File: src/rtl/branch_predictor.sv
// Fetch-side branch predictor: direct-mapped BTB + 2-bit BHT, trained from EX; optional perf counters under BP_PERF_CNT_EN.
// Latency: lookup and mispredict/redirect resolution are combinational (0 cycles); table updates land at the next rising edge.
// Backpressure: none; an update is accepted on every cycle with EX_Valid=1 and the unit never stalls.
module branch_predictor #(
   parameter int PC_WIDTH   = 32,
   parameter int INDEX_BITS = 6
) (
   input  logic                clk,
   input  logic                rst_n,
   input  logic [PC_WIDTH-1:0] IF_PC,
   output logic                Predict_Taken,
   output logic [PC_WIDTH-1:0] Predict_PC,
   input  logic                EX_Valid,
   input  logic                EX_Branch,
   input  logic                EX_Jump,
   input  logic [PC_WIDTH-1:0] EX_PC,
   input  logic [PC_WIDTH-1:0] EX_Target,
   input  logic                EX_Taken,
   input  logic                EX_Predict_Taken,
   input  logic [PC_WIDTH-1:0] EX_Predict_PC,
   output logic                Mispredict,
   output logic [PC_WIDTH-1:0] Redirect_PC,
   output logic [31:0]         Branch_Count,
   output logic [31:0]         Mispredict_Count
);

   localparam int ENTRIES = 2 ** INDEX_BITS;
   localparam int TAG_W   = PC_WIDTH - INDEX_BITS - 2;

   // Only valid and the counters need a reset value; tag/target/is_jump are qualified by valid.
   logic [ENTRIES-1:0]  valid_q;
   logic [1:0]          ctr_q    [ENTRIES];
   logic [TAG_W-1:0]    tag_q    [ENTRIES];
   logic [PC_WIDTH-1:0] target_q [ENTRIES];
   logic [ENTRIES-1:0]  is_jump_q;

   logic [INDEX_BITS-1:0] if_idx, ex_idx;
   logic [TAG_W-1:0]      if_tag, ex_tag;
   logic                  if_hit, ex_hit, actual_taken, is_ctrl;

   // Word-aligned PCs: the two low bits never select an entry.
   logic unused_pc_lsbs;
   assign unused_pc_lsbs = ^{IF_PC[1:0], EX_PC[1:0]};

   assign if_idx = IF_PC[INDEX_BITS+1:2];
   assign if_tag = IF_PC[PC_WIDTH-1:INDEX_BITS+2];
   assign ex_idx = EX_PC[INDEX_BITS+1:2];
   assign ex_tag = EX_PC[PC_WIDTH-1:INDEX_BITS+2];

   assign if_hit = valid_q[if_idx] && (tag_q[if_idx] == if_tag);
   assign ex_hit = valid_q[ex_idx] && (tag_q[ex_idx] == ex_tag);

   // Fetch lookup; reads the registered table, so a same-cycle update is not visible yet.
   always_comb begin
      Predict_Taken = if_hit && ctr_q[if_idx][1];
      Predict_PC    = Predict_Taken ? target_q[if_idx] : IF_PC + PC_WIDTH'(4);
   end

   assign is_ctrl      = EX_Branch | EX_Jump;
   assign actual_taken = EX_Jump | (EX_Branch & EX_Taken);

   // EX resolution; a predicted-taken non-control instruction is an alias and falls through to PC+4.
   always_comb begin
      Mispredict  = 1'b0;
      Redirect_PC = EX_PC + PC_WIDTH'(4);
      if (rst_n && EX_Valid) begin
         if (actual_taken)
            Redirect_PC = EX_Target;
         if (is_ctrl)
            Mispredict = (EX_Predict_Taken != actual_taken) |
                         (actual_taken & (EX_Predict_PC != EX_Target));
         else
            Mispredict = EX_Predict_Taken;
      end
   end

   logic       upd_valid_en, upd_valid_val, upd_ctr_en, upd_meta_en, upd_is_jump, upd_tgt_en;
   logic [1:0] upd_ctr;

   // Training decision; jump entries are not trained by branches, only reallocated on a taken branch.
   always_comb begin
      upd_valid_en  = 1'b0;
      upd_valid_val = 1'b0;
      upd_ctr_en    = 1'b0;
      upd_ctr       = ctr_q[ex_idx];
      upd_meta_en   = 1'b0;
      upd_is_jump   = 1'b0;
      upd_tgt_en    = 1'b0;
      if (EX_Valid) begin
         if (EX_Jump) begin
            upd_valid_en  = 1'b1;
            upd_valid_val = 1'b1;
            upd_ctr_en    = 1'b1;
            upd_ctr       = 2'b11;
            upd_meta_en   = 1'b1;
            upd_is_jump   = 1'b1;
            upd_tgt_en    = 1'b1;
         end else if (EX_Branch) begin
            if (ex_hit && !is_jump_q[ex_idx]) begin
               upd_ctr_en = 1'b1;
               if (EX_Taken)
                  upd_ctr = (ctr_q[ex_idx] == 2'b11) ? 2'b11 : ctr_q[ex_idx] + 2'd1;
               else
                  upd_ctr = (ctr_q[ex_idx] == 2'b00) ? 2'b00 : ctr_q[ex_idx] - 2'd1;
               upd_tgt_en = EX_Taken;
            end else if (EX_Taken) begin
               upd_valid_en  = 1'b1;
               upd_valid_val = 1'b1;
               upd_ctr_en    = 1'b1;
               upd_ctr       = 2'b10;
               upd_meta_en   = 1'b1;
               upd_tgt_en    = 1'b1;
            end
         end else if (ex_hit) begin
            upd_valid_en  = 1'b1;
            upd_valid_val = 1'b0;
         end
      end
   end

   // Valid bits and counters; reset clears them and overrides any in-flight write.
   always_ff @(posedge clk or negedge rst_n) begin
      if (!rst_n) begin
         valid_q <= '0;
         for (int i = 0; i < ENTRIES; i++)
            ctr_q[i] <= 2'b01;
      end else begin
         if (upd_valid_en)
            valid_q[ex_idx] <= upd_valid_val;
         if (upd_ctr_en)
            ctr_q[ex_idx] <= upd_ctr;
      end
   end

   // Tag/target/kind payload; a write during reset is harmless because valid stays cleared.
   always_ff @(posedge clk) begin
      if (upd_meta_en) begin
         tag_q[ex_idx]     <= ex_tag;
         is_jump_q[ex_idx] <= upd_is_jump;
      end
      if (upd_tgt_en)
         target_q[ex_idx] <= EX_Target;
   end

`ifdef BP_PERF_CNT_EN
   logic [31:0] br_cnt_q, mp_cnt_q;

   // Saturating counts of resolved control instructions and of flush requests.
   always_ff @(posedge clk or negedge rst_n) begin
      if (!rst_n) begin
         br_cnt_q <= '0;
         mp_cnt_q <= '0;
      end else begin
         if (EX_Valid && is_ctrl && (br_cnt_q != 32'hFFFF_FFFF))
            br_cnt_q <= br_cnt_q + 32'd1;
         if (Mispredict && (mp_cnt_q != 32'hFFFF_FFFF))
            mp_cnt_q <= mp_cnt_q + 32'd1;
      end
   end

   assign Branch_Count     = br_cnt_q;
   assign Mispredict_Count = mp_cnt_q;
`else
   assign Branch_Count     = '0;
   assign Mispredict_Count = '0;
`endif

endmodule

File: config.mk
export PLATFORM = sky130hd
export DESIGN_NAME = branch_predictor
export DESIGN_NICKNAME = d
export VERILOG_FILES = /design/src/rtl/branch_predictor.sv
export SDC_FILE = /design/constraint.sdc
export NUM_CORES = 2
export LEC_CHECK = 0
export ABC_CLOCK_PERIOD_IN_PS = 6300
export BUFFER_PORTS_ARGS = -buffer_cell sky130_fd_sc_hd__buf_2
export CAP_MARGIN = 20
export CORE_MARGIN = 1.5
export CORE_UTILIZATION = 45
export DETAILED_ROUTE_END_ITERATION = 16
export PLACE_DENSITY = 0.64
export SLEW_MARGIN = 15
export SYNTH_ARGS = -nofsm -noshare
export SYNTH_HDL_FRONTEND = slang
export SYNTH_SLANG_ARGS = --single-unit
File: constraint.sdc
create_clock -name clk -period 6.3 [get_ports clk]
set_input_delay 1.26 -clock clk [delete_from_list [all_inputs] [get_ports clk]]
set_output_delay 1.26 -clock clk [all_outputs]
set_load 0.02 [all_outputs]
==> implementation parameters <==
Parameter                              Value

Run status
  Run status    complete, but fails checks
  Violated checks    setup timing

Worst setup path
  Critical Setup Path Class    input port to output port
  Startpoint of the worst setup timing path    IF_PC[2]
  Critical path data arrival time    approximately 5.6 ns
  Kind of capture point of the worst setup path    output port
  Required time of the worst setup path    5.04 ns
  Reg2Reg Launch Point    tag_q[5][3]
  CP startpoint kind    input port
  CP max FO    12

Power and ir drop
  Power after layout    ~57 mW
  Ratio of total power to cell area    292 nW/um^2
  Static leakage    62.4 nW
  Worst VDD drop    ~0.00026 V

Global route
  Global-route wire length before repair    823000 um
  Global-route usage over all layers    0.325
  Grt total ovfl    0
  Maximum number of pins on one net before global-route repair    ~130
  Vias in the first global route    just under 100k
  Number of antenna violations at the first check in global routing    between 50 and 60

Clock tree
  Worst-skew pair later-pin latency    a little under 1 ns
  Clock tree from TritonCTS    yes
  CTS Buf Count    between 300 and 400
  H-Tree Depth    5
  Clk sink count    3840
  Worst-case clock buffer depth    4
  CTS hold repair buffers    0
  Cell at the root of the clock tree    sky130_fd_sc_hd__clkbuf_16
  Clock transition at path regs    0.06 ns

Synthesis
  Count of yosys warnings during synthesis    0
  Ys async rst share    0.0500
  Yosys cell types    89
  Avg Synthesized Cell Area    19.9 um^2
  Number of flops mapped to enable cells by yosys    about 3600
  #FFs+latches synth    3840
  Register area share after synthesis    0.695
  Netlist Area Pre-Place    165000 um^2
  Cell count after synthesis    around 8300
  Dominant register cell in the synthesized netlist    sky130_fd_sc_hd__edfxtp_1

Timing
  Maximum operating frequency    146 MHz
  RSZ-0062 raised after global routing    true
  Hold violation total from the final report    0
  Count of final max-slew check failures    0
  Final clock skew    between 0.05 and 0.06 ns
  Minimum setup slack in the final design    -0.527 ns
  Worst-margin pin slew    around 1.1 ns
  Shortest clock period the worst path allows after layout    6.83 ns
  Slew margin rel.    0.271
  Final period utilization    1.08
  Final number of setup-violating endpoints    33

Route
  Total DRC errors in the routed layout    0
  Average wire per cell in the routed design    ~43 um
  Detailed-router iteration count before antenna repair    6
  DRC marker count from the first detailed-route iteration    17600
  Final ANT Viol Nets    0
  Routed via count    ~100000
  Final WL    around 610000 um
  Vias per cell    6.93

Placed design
  I/O Buffers    200
  Post-Place Worst Slack    -0.673 ns
  Weighted congestion at the end of routability-driven global placement    around 1
  HPWL after detailed placement    between 300000 and 400000 um

Floorplan
  Cell row count    between 200 and 250
  Initial core utilization    0.453
  Number of top-level pins    roughly 270
  Height of the chip    ~610 um
  Die width    roughly 610 um
  Std-Cell Core Area    around 360000 um^2
  DIE AREA    370000 um^2

Layout
  Finished Core Util    0.534
  Layout overhead on the synthesized area    17.8%
  Net count, final    approximately 9300
  Fraction of final layout cells with drive strength greater than 1    0.357

Min path
  Hold crit path type    input port to asynchronous set/reset pin

Job
  Max-capacitance violation count    0
-- sequential cells by signal, indices dropped and copies added (netlist names) --
signal     cells
ctr_q        128
tag_q       1536
valid_q       64
is_jump_q     64
target_q    2048
-- logic make-up after synthesis --
| family | share of synthesized area |
|---|---|
| XOR/XNOR | 0.00713 |
| other | 0.0000228 |
| AO/OA/AOI/OAI | 0.0439 |
| buffers and inverters | 0.0207 |
| flip-flops | 0.695 |
| adder cells (fa/ha/maj) | 0.000152 |
| multiplexers | 0.209 |
| AND/OR/NAND/NOR | 0.0247 |
-- timing repair --
action | 4_1_cts | 5_1_grt
gates resized for setup | 21 | 93
hold endpoints to repair | 0 | 0
gates cloned | 5 | 2
setup buffers | 8 | 6
pin swaps | 5 | 5
setup endpoints to repair | 33 | 33
-- cells in the mapped netlist (75+ instances only) --
master	instances	area (um^2)
sky130_fd_sc_hd__buf_1	112	420
sky130_fd_sc_hd__dfrtp_1	128	3200
sky130_fd_sc_hd__edfxtp_1	3648	110000
sky130_fd_sc_hd__nand3_1	106	531
sky130_fd_sc_hd__nand2_1	246	923
sky130_fd_sc_hd__a221oi_1	110	963
sky130_fd_sc_hd__mux4_2	1363	30700
sky130_fd_sc_hd__a21oi_1	112	561
sky130_fd_sc_hd__nor2_1	356	1340
sky130_fd_sc_hd__buf_2	142	711
sky130_fd_sc_hd__a22oi_1	147	1100
sky130_fd_sc_hd__buf_4	94	706
sky130_fd_sc_hd__o21ai_0	90	450
sky130_fd_sc_hd__clkbuf_1	295	1110
sky130_fd_sc_hd__mux2_2	75	845
sky130_fd_sc_hd__mux2i_1	277	2770
sky130_fd_sc_hd__xnor2_1	81	709
-- stage by stage --
step	setup TNS [ns]	instances	instance area, um^2	hold slack (ns)
6_report	-14.59	14300	194000	0.333
5_1_grt	-15.48	14300	194000	0.351
2_1_floorplan	-1.99	8347	165000	0.481
3_5_place_dp	-321.64	13600	180000	0.493
4_1_cts	-12.42	14300	194000	0.302
3_3_place_gp	-306.28	13600	180000	0.490
-- per-layer routing --
layer / wire, um / global-route usage / vias to the layer above
met3: 80300 / 0.0905 / 1732
met5: 146 / 0 / -
li1: - / - / 36900
met2: 274000 / 0.486 / 8432
met4: 46400 / 0.211 / 20
met1: 210000 / 0.421 / 52300
-- area by class of cell --
cell class,instances,area [um^2]
clock buffers,496,10500
repair buffers,1110,12100
diodes,33,82.6
flip-flops and latches,3840,114000
well taps,4794,6000
multi-input cells,3787,48400
clock inverters,232,2320
inverters,54,211
fillers,28100,169000
-- worst paths after layout --
path	depth (start not counted)	slack [ns]	end
max reg2reg	16	1.08	tag_q[50][16]
min reg2reg	1	0.50	ctr_q[92]
max	16	-0.53	Predict_PC[3]
min	1	0.33	valid_q[17]
min in group clk	1	0.50	ctr_q[92]
max in group asynchronous	2	4.57	valid_q[34]
-- power by group --
part           internal [mW]  total [mW]  switching [mW]
Combinational           1.88        4.80            2.92
Clock                   13.4        23.4            10.1
Sequential              28.2        28.4           0.167
-- cells in the final DEF (no fill, tap or decap), types with 66 or more instances in the layout --
master,count
sky130_fd_sc_hd__a21oi_1,111
sky130_fd_sc_hd__o22a_1,74
sky130_fd_sc_hd__buf_12,304
sky130_fd_sc_hd__o21ai_0,69
sky130_fd_sc_hd__mux2_2,75
sky130_fd_sc_hd__buf_4,600
sky130_fd_sc_hd__clkbuf_1,88
sky130_fd_sc_hd__clkinv_2,69
sky130_fd_sc_hd__clkinv_1,75
sky130_fd_sc_hd__clkbuf_16,404
sky130_fd_sc_hd__mux2i_1,277
sky130_fd_sc_hd__a22oi_1,147
sky130_fd_sc_hd__o22ai_1,69
sky130_fd_sc_hd__nand2_1,233
sky130_fd_sc_hd__a31oi_1,74
sky130_fd_sc_hd__buf_2,167
sky130_fd_sc_hd__edfxtp_1,3648
sky130_fd_sc_hd__xnor2_1,74
sky130_fd_sc_hd__a221oi_1,110
sky130_fd_sc_hd__nor2_4,130
sky130_fd_sc_hd__nand3_1,104
sky130_fd_sc_hd__a2bb2oi_1,66
sky130_fd_sc_hd__dfrtp_1,128
sky130_fd_sc_hd__nor2_1,226
sky130_fd_sc_hd__mux4_2,1363
-- critical path, stage by stage --
cell,delay [ns]
sky130_fd_sc_hd__buf_16,0.15
sky130_fd_sc_hd__buf_16,0.18
sky130_fd_sc_hd__buf_12,0.15
sky130_fd_sc_hd__mux4_2,0.49
sky130_fd_sc_hd__mux4_2,0.54
sky130_fd_sc_hd__mux4_2,0.59
sky130_fd_sc_hd__xnor2_1,0.20
sky130_fd_sc_hd__nand4_1,0.19
sky130_fd_sc_hd__nor2_1,0.15
sky130_fd_sc_hd__nand4_1,0.21
sky130_fd_sc_hd__buf_4,0.22
sky130_fd_sc_hd__nor4_4,0.33
sky130_fd_sc_hd__buf_12,0.16
sky130_fd_sc_hd__buf_16,0.15
sky130_fd_sc_hd__mux2_2,0.37
sky130_fd_sc_hd__buf_2,0.16
Power figures use the tool's default switching activity.
